**config.mk**
```make
export PLATFORM = sky130hd
export DESIGN_NAME = thermometer_level_tracker
export DESIGN_NICKNAME = d
export VERILOG_FILES = /design/src/rtl/thermo_pkg.sv /design/src/rtl/thermo_lock_fsm.sv /design/src/rtl/thermometer_level_tracker.sv
export SDC_FILE = /design/constraint.sdc
export NUM_CORES = 1
export LEC_CHECK = 0
export ABC_AREA = 1
export CAP_MARGIN = 20
export CELL_PAD_IN_SITES_DETAIL_PLACEMENT = 1
export CELL_PAD_IN_SITES_GLOBAL_PLACEMENT = 1
export CORE_MARGIN = 2
export CORE_UTILIZATION = 34
export DETAILED_ROUTE_END_ITERATION = 12
export PLACE_DENSITY_LB_ADDON = 0.3
export REMOVE_ABC_BUFFERS = 1
export SETUP_SLACK_MARGIN = 0.02
export SYNTH_ARGS = -nofsm -noshare
export SYNTH_HDL_FRONTEND = slang
export SYNTH_SLANG_ARGS = --single-unit
```
**constraint.sdc**
```tcl
create_clock -name clk -period 1.8 [get_ports clk]
set_clock_uncertainty 0.05 [all_clocks]
set_input_delay 0.45 -clock clk [delete_from_list [all_inputs] [get_ports clk]]
set_output_delay 0.45 -clock clk [all_outputs]
set_load 0.02 [all_outputs]
```
**src/rtl/thermo_pkg.sv**
```systemverilog
// Shared types and helpers for the thermometer level tracker and its lock FSM.
package thermo_pkg;

    typedef enum logic {
        UNLOCKED = 1'b0,
        LOCKED   = 1'b1
    } lock_state_t;

    function automatic int level_width(input int data_width);
        return $clog2(data_width + 1);
    endfunction

    // One step of a bit count; the caller loops over the word, so any width works.
    function automatic int popcount(input int acc, input logic b);
        return acc + (b ? 1 : 0);
    endfunction

endpackage

```
**src/rtl/thermo_lock_fsm.sv**
```systemverilog
// Consecutive-hit lock detector: LOCK_GAIN good words in a row lock, LOCK_LOSS bad words in a row unlock.
module thermo_lock_fsm
    import thermo_pkg::*;
#(
    parameter int LOCK_GAIN = 2,
    parameter int LOCK_LOSS = 3
) (
    input  logic clk,
    input  logic reset,
    input  logic acc,
    input  logic word_ok,
    output logic locked
);

    localparam int RUN_MAX = (LOCK_GAIN > LOCK_LOSS) ? LOCK_GAIN : LOCK_LOSS;
    localparam int RUN_W   = $clog2(RUN_MAX + 1);

    lock_state_t      state_q, state_d;
    logic [RUN_W-1:0] run_q, run_d;
    logic             locked_q, locked_d;

    // The run counter only tracks words that push toward leaving the current state.
    always_comb begin
        state_d = state_q;
        run_d   = run_q;
        if (acc) begin
            if (state_q == UNLOCKED) begin
                if (!word_ok) begin
                    run_d = '0;
                end else if (int'(run_q) + 1 >= LOCK_GAIN) begin
                    state_d = LOCKED;
                    run_d   = '0;
                end else begin
                    run_d = run_q + 1'b1;
                end
            end else begin
                if (word_ok) begin
                    run_d = '0;
                end else if (int'(run_q) + 1 >= LOCK_LOSS) begin
                    state_d = UNLOCKED;
                    run_d   = '0;
                end else begin
                    run_d = run_q + 1'b1;
                end
            end
        end
        locked_d = (state_d == LOCKED);
    end

    always_ff @(posedge clk or posedge reset) begin
        if (reset) begin
            state_q  <= UNLOCKED;
            run_q    <= '0;
            locked_q <= 1'b0;
        end else begin
            state_q  <= state_d;
            run_q    <= run_d;
            locked_q <= locked_d;
        end
    end

    assign locked = locked_q;

endmodule

```
**src/rtl/thermometer_level_tracker.sv**
```systemverilog
// Converts detector-qualified thermometer words to a fill level/orientation, tracks errors
// and lock, and presents each result through a 1-deep valid/ready output register.
module thermometer_level_tracker
    import thermo_pkg::*;
#(
    parameter  int DATA_WIDTH    = 8,
    parameter  int ERR_CNT_WIDTH = 8,
    parameter  int LOCK_GAIN     = 2,
    parameter  int LOCK_LOSS     = 3,
    localparam int LVL_W         = level_width(DATA_WIDTH)
) (
    input  logic                     clk,
    input  logic                     reset,
    input  logic                     din_valid,
    output logic                     din_ready,
    input  logic [DATA_WIDTH-1:0]    codeIn,
    input  logic                     isThermometer,
    output logic                     dout_valid,
    input  logic                     dout_ready,
    output logic [LVL_W-1:0]         level,
    output logic                     orient,
    output logic                     code_err,
    output logic                     locked,
    output logic [ERR_CNT_WIDTH-1:0] err_count
);

    logic                     acc;
    logic [LVL_W-1:0]         pop_cnt;
    logic                     pop_orient;
    int                       cnt;

    logic                     dout_valid_q, dout_valid_d;
    logic [LVL_W-1:0]         level_q, level_d;
    logic                     orient_q, orient_d;
    logic                     code_err_q, code_err_d;
    logic [ERR_CNT_WIDTH-1:0] err_count_q, err_count_d;

    // Valid/ready: a word is taken when din_valid & din_ready; the output register frees
    // up in the same cycle the downstream pops it, so ready passes through combinationally.
    assign din_ready = ~dout_valid_q | dout_ready;
    assign acc       = din_valid & din_ready;

    always_comb begin
        cnt = 0;
        for (int i = 0; i < DATA_WIDTH; i++) begin
            cnt = popcount(cnt, codeIn[i]);
        end
        pop_cnt = LVL_W'(cnt);
    end

    // Empty and full words have no fill direction, so they report LSB-fill.
    assign pop_orient = (pop_cnt != '0 && pop_cnt != LVL_W'(DATA_WIDTH)) ?
                        codeIn[DATA_WIDTH-1] : 1'b0;

    // level_q/orient_q only load on valid words, so they double as the held last-good values.
    always_comb begin
        dout_valid_d = dout_valid_q;
        level_d      = level_q;
        orient_d     = orient_q;
        code_err_d   = code_err_q;
        err_count_d  = err_count_q;
        if (acc) begin
            dout_valid_d = 1'b1;
            code_err_d   = ~isThermometer;
            if (isThermometer) begin
                level_d  = pop_cnt;
                orient_d = pop_orient;
            end else if (err_count_q != '1) begin
                err_count_d = err_count_q + 1'b1;
            end
        end else if (dout_ready) begin
            dout_valid_d = 1'b0;
        end
    end

    always_ff @(posedge clk or posedge reset) begin
        if (reset) begin
            dout_valid_q <= 1'b0;
            level_q      <= '0;
            orient_q     <= 1'b0;
            code_err_q   <= 1'b0;
            err_count_q  <= '0;
        end else begin
            dout_valid_q <= dout_valid_d;
            level_q      <= level_d;
            orient_q     <= orient_d;
            code_err_q   <= code_err_d;
            err_count_q  <= err_count_d;
        end
    end

    thermo_lock_fsm #(
        .LOCK_GAIN (LOCK_GAIN),
        .LOCK_LOSS (LOCK_LOSS)
    ) u_lock_fsm (
        .clk     (clk),
        .reset   (reset),
        .acc     (acc),
        .word_ok (isThermometer),
        .locked  (locked)
    );

    assign dout_valid = dout_valid_q;
    assign level      = level_q;
    assign orient     = orient_q;
    assign code_err   = code_err_q;
    assign err_count  = err_count_q;

endmodule
```
* Yosys cells after proc, flatten, opt, wreduce, memory -nomap -nowiden *
Cells that the tools add are included.

word-level totals
  memory bits (read-only) = 0
  bits in latches = 0
  input bits = 13
  memory bits (writable) = 0
  memories = 0
  flip-flop bits (word level) = 18
  output and inout bits = 17

operators by class
  add/subtract/negate cells = 10
  bitwise logic cells = 4
  divide/modulo/power cells = 0
  equal/unequal tests = 2
  muxes and demuxes = 21
  shift-type cells = 0
  reductions and logical operators = 5
  order comparisons = 2
  multiply operators = 0

operators by type and width
  cell                                                                number
  greater-or-equal comparator 32 x 3 -> 1 bit, second input constant  2
  adder 4 x 1 -> 4 bit                                                4
  2-to-1 mux 1 bit                                                    16
  2-to-1 mux 2 bit                                                    5
  adder 8 x 1 -> 8 bit, second input constant                         1
  inequality test 8 bit, second input constant                        1
  adder 3 x 1 -> 4 bit                                                1
  inequality test 4 bit, second input constant                        1
  nonzero test 4 bit                                                  1
  adder 2 x 1 -> 3 bit                                                1
  adder 2 x 1 -> 3 bit, second input constant                         1
  AND reduction 3 bit                                                 1
  adder 1 x 1 -> 2 bit                                                1
  adder 2 x 1 -> 2 bit, second input constant                         1
  NOT 1 bit                                                           2
  AND reduction 2 bit                                                 1
  nonzero test 2 bit                                                  1
  bitwise AND 1 bit                                                   1
  logical AND 1 bit                                                   1
  bitwise OR 1 bit                                                    1

* Depth between registers and ports, before layout *
  depth in word-level cells = 11
  depth in mapped cells = 12
  gate-level depth less buffers = 12

* Cells and area by module *
Synthesis repeated with hierarchy kept, for this count alone.

second synthesis, totals
  cell total of the unflattened synthesis = 155
  area, all modules = 1194.9 µm²

modules (own cells, without submodules)
  module                     seq. area each (µm²)  cells an instance  instances  area an instance (µm²)
  thermometer_level_tracker  375.4                 123                1          962.2
  thermo_lock_fsm            75.1                  32                 1          232.7

* Worst setup path after synthesis *
OpenSTA, ideal clock, no wires.

  kind = input to register
  start = in codeIn[0]
  end = reg orient_q, in the netlist orient
  stages = 12
  required time = 1.634 ns
  data arrival time = 2.850 ns
  library setup time = 0.116 ns
  path slack = -1.217 ns
  cells stage by stage = fa_1 inv_1 fa_1 fa_1 inv_1 ha_1 inv_1 fa_1 xor2_1 nand3_1 nand2_1 nand2_1

between the ends
  longest elaborated chain between the ends = 11

RTL lines
  item                                                         RTL line                         source
  start: declaration                                           thermometer_level_tracker.sv:16  input logic [DATA_WIDTH-1:0] codeIn,
  2-to-1 mux 1 bit *                                           thermo_pkg.sv:15                 return acc + (b ? 1 : 0);
  adder 1 x 1 -> 2 bit *                                       thermo_pkg.sv:15
  adder 2 x 1 -> 3 bit *                                       thermo_pkg.sv:15
  adder 3 x 1 -> 4 bit *                                       thermo_pkg.sv:15
  adder 4 x 1 -> 4 bit * (4 in series)                         thermo_pkg.sv:15
  inequality test 4 bit or nonzero test 4 bit (tied branches)  thermometer_level_tracker.sv:52  assign pop_orient = (pop_cnt != '0 && pop_cnt != LVL_W'(DATA_WIDTH)) ?
  logical AND 1 bit *                                          thermometer_level_tracker.sv:52
  2-to-1 mux 1 bit *                                           thermometer_level_tracker.sv:52
  end signal: assignment                                       thermometer_level_tracker.sv:86  orient_q <= orient_d;
  end: declaration                                             thermometer_level_tracker.sv:34  logic orient_q, orient_d;

Every way passes the cells marked *; elsewhere a longest branch is shown, timed or not.
A chain may end at the register's enable or synchronous reset.

* Final worst setup path *
Ends and elaborated chain as after synthesis.

==> results.md <==
* Status: complete, but fails checks
* Violated checks: negative setup slack
* FF-to-FF path depth at 7
* Fin cells at 234
* Initial antenna violation count at 0
* Crit Path Max Fanout at 2
* Post-synth EDFFs at 0
* Die width at 62.1 um
* Final hold slack at 0.417 ns
* Initial core utilization at 34.9%
* CTS H-tree depth at 1
* Post-synthesis register bit count at 18
* Global-route wire length before repair at 4950 um
* Async set or reset register ratio after synthesis at 100%
* Yosys synthesis warning count at 0
* Drt drc at 0
* Routability cong. at 0.760
* Max_slew headroom at 83.8%
* Worst slew pin tran at 0.241 ns
* Final hold vios at 0
* Largest net degree at the start of global routing at 19
* Area leader, netlist: dfrtp_1
* DRT iter0 DRCs at 20
* Die Y at 62.1 um
* First-pass DRT Iterations at 4
* Syn_area_per_cell at 8.01 um^2
* Worst-Skew Late Latency at 0.29 ns
* Top-count cell post-synth: nand2_1
* Seq/Total Area, Yosys at 39.3%
* Wirelength per Cell at 12.6 um
* Mapped Cells at 143
* Nature of the critical path startpoint: input port
* Site Rows at 21
* Number of global-route vias before repair at 1129
* Fin crit period at 2.92 ns
* Layout overhead on the synthesized area at 42.1%
* Post-synth top cells: nand2_1 (52), inv_1 (23), dfrtp_1 (18)
* Synthesized area at 1150 um^2
* Netlist cell types at 19
* CTS Buffer Depth at 2
* Maximum vdd ir drop at 0.387 mV
* Num ports at 30
* Arrival time worst endpoint at 3.07 ns
* Worst-path cell chain: buf_6 > fa_1 > inv_1 > fa_1 > fa_1 > inv_2 > ha_4 > inv_2 > fa_2 > xor2_2 > nand3_1 > nand2_1 > nand2_1
* Buffers added on ports at 29
* Top cells by area, synth: dfrtp_1 (39%), nand2_1 (17%), ha_1 (9.8%)
* Share of the synthesized area in the top cell type at 39.3%
* Most numerous cell on the critical path: fa_1
* Number of vias per cell at 4.50
* Routed vias at 1053
* Hold WC Path Type: in2async
* Congestion Overflow GR at 0
* Static leakage at 0.907 nW
* CP Class: in2reg
* Post-synth top flop: dfrtp_1
* Placed insts at 228
* Gr usage total at 17.8%
* Floorplan core area at 3280 um^2
* Clock-pin transition on the worst setup and hold timing paths at 0.11 ns
* Final setup vio count at 5
* Die footprint at 3850 um^2
* Final #Nets at 215
* Critical Path Slowest Stage Cell: fa_1
* Worst Slack Setup Final at -1.12 ns
* Nature of the critical path endpoint: flop
* Antenna cell count at 0
* Post-DP HPWL at 2390 um
* Max-slew violation count at 0
* TritonCTS Sinks at 18
* Tcrit/Tclk final at 162%
* RSZ-0062 raised after global routing: yes
* Max incr delay on CP at 0.53 ns
* Inserted Clock Buffers at 3
* Critical Path RT at 1.94 ns
* P per Cell Area at 1010 nW/um^2
* Setup TNS at -4.50 ns
* CTS tree: yes
* Fillers at 412
* DRT antenna net count at 0
* Layout cells sized above 1 at 18.6%
* Root buffer cell: clkbuf_4
* FMAX at 0.342 GHz
* Maxcap violations at 0
* Final WL at 2940 um
[cell families (layout without fill, tap and decap cells)]
kind of cell / after synthesis / count (layout) / share of synthesized area, %
AOI/OAI and AO/OA: 15 / 15 / 8.30
DFF: 18 / 18 / 39.3
buffers and inverters: 26 / 71 / 8.62
and+or+nand+nor: 67 / 67 / 23.9
adders and majority gates: 13 / 13 / 16.8
xor gates and xnor gates: 4 / 4 / 3.06
[final cells by class]
type | count | area [um^2] | share of cell area (%)
inverter | 25 | 93.8 | 5.76
multi-input combinational | 99 | 622 | 38.2
timing repair buffer | 42 | 369 | 22.7
tap | 46 | 57.6 | 3.53
clock buffer | 4 | 36.3 | 2.23
sequential | 18 | 450 | 27.6
[power by group]
part | total, mW | switching (mW) | internal [mW]
registers | 0.590 | 0.0820 | 0.508
clock network | 0.255 | 0.131 | 0.123
logic | 0.809 | 0.450 | 0.359
total | 1.65 | 0.664 | 0.990
[repair_timing]
action,CTS,global route
gates resized for setup,37,5
endpoints found under the setup margin,18,9
pin swaps,9,5
setup buffers,2,0
hold buffers,0,0
gates cloned,0,0
endpoints found under the hold margin,0,0
[flip-flops by register name (all words and copies together) (netlist names)]
register / cells
err_count: 8
u_lock_fsm.run_q: 2
code_err: 1
u_lock_fsm.state_q: 1
orient: 1
dout_valid: 1
level: 4
[layer usage]
metal	wire, um	GRT usage [%]	vias to the layer above
li1	-	-	523
met5	0	0	-
met4	27	7.29	0
met2	1660	33.0	18
met1	1160	20.3	510
met3	92	2.48	2
[cells in the final DEF, fill, tap and decap left out, types with 2 or more instances in the layout]
master / n
dlymetal6s2s_1: 4
nor2_1: 6
inv_2: 5
nand3_1: 6
nand3_2: 2
inv_1: 20
dfrtp_1: 18
buf_2: 3
nand2_1: 51
xnor2_1: 2
fa_1: 3
clkbuf_4: 3
clkdlybuf4s50_1: 9
o21ai_0: 5
nand2_2: 2
o21ai_1: 5
ha_1: 8
buf_4: 13
o22ai_1: 2
dlygate4sd2_1: 12
[critical path, delay by kind of cell]
family | cells | cell delay [ns]
adder cells (fa/ha/maj) | 5 | 1.95
buffers and inverters | 4 | 0.26
AND/OR/NAND/NOR | 3 | 0.22
XOR/XNOR | 1 | 0.18
[metrics by stage]
stage / worst slack (ns) / power, mW / instance area, um^2 / utilization, %
floorplan: -1.22 / 1.03 / 1140 / -
global placement: -1.71 / 1.36 / 1570 / 47.8
detailed placement: -1.90 / 1.41 / 1570 / 47.8
CTS: -1.23 / 1.68 / 1620 / 49.2
global route: -1.16 / 1.79 / 1630 / 49.6
finish: -1.12 / 1.65 / 1630 / 49.6
[final timing paths]
| path | start | to | slack, ns |
|---|---|---|---|
| min in group clk | level[0] | level[0] | 0.45 |
| max in group asynchronous | reset | err_count[3] | 1.08 |
| min | reset | err_count[7] | 0.42 |
| max | codeIn[0] | orient | -1.12 |
| min reg2reg | level[0] | level[0] | 0.45 |
| max reg2reg | err_count[0] | err_count[2] | 0.34 |
(Power assumes the default switching activity.)
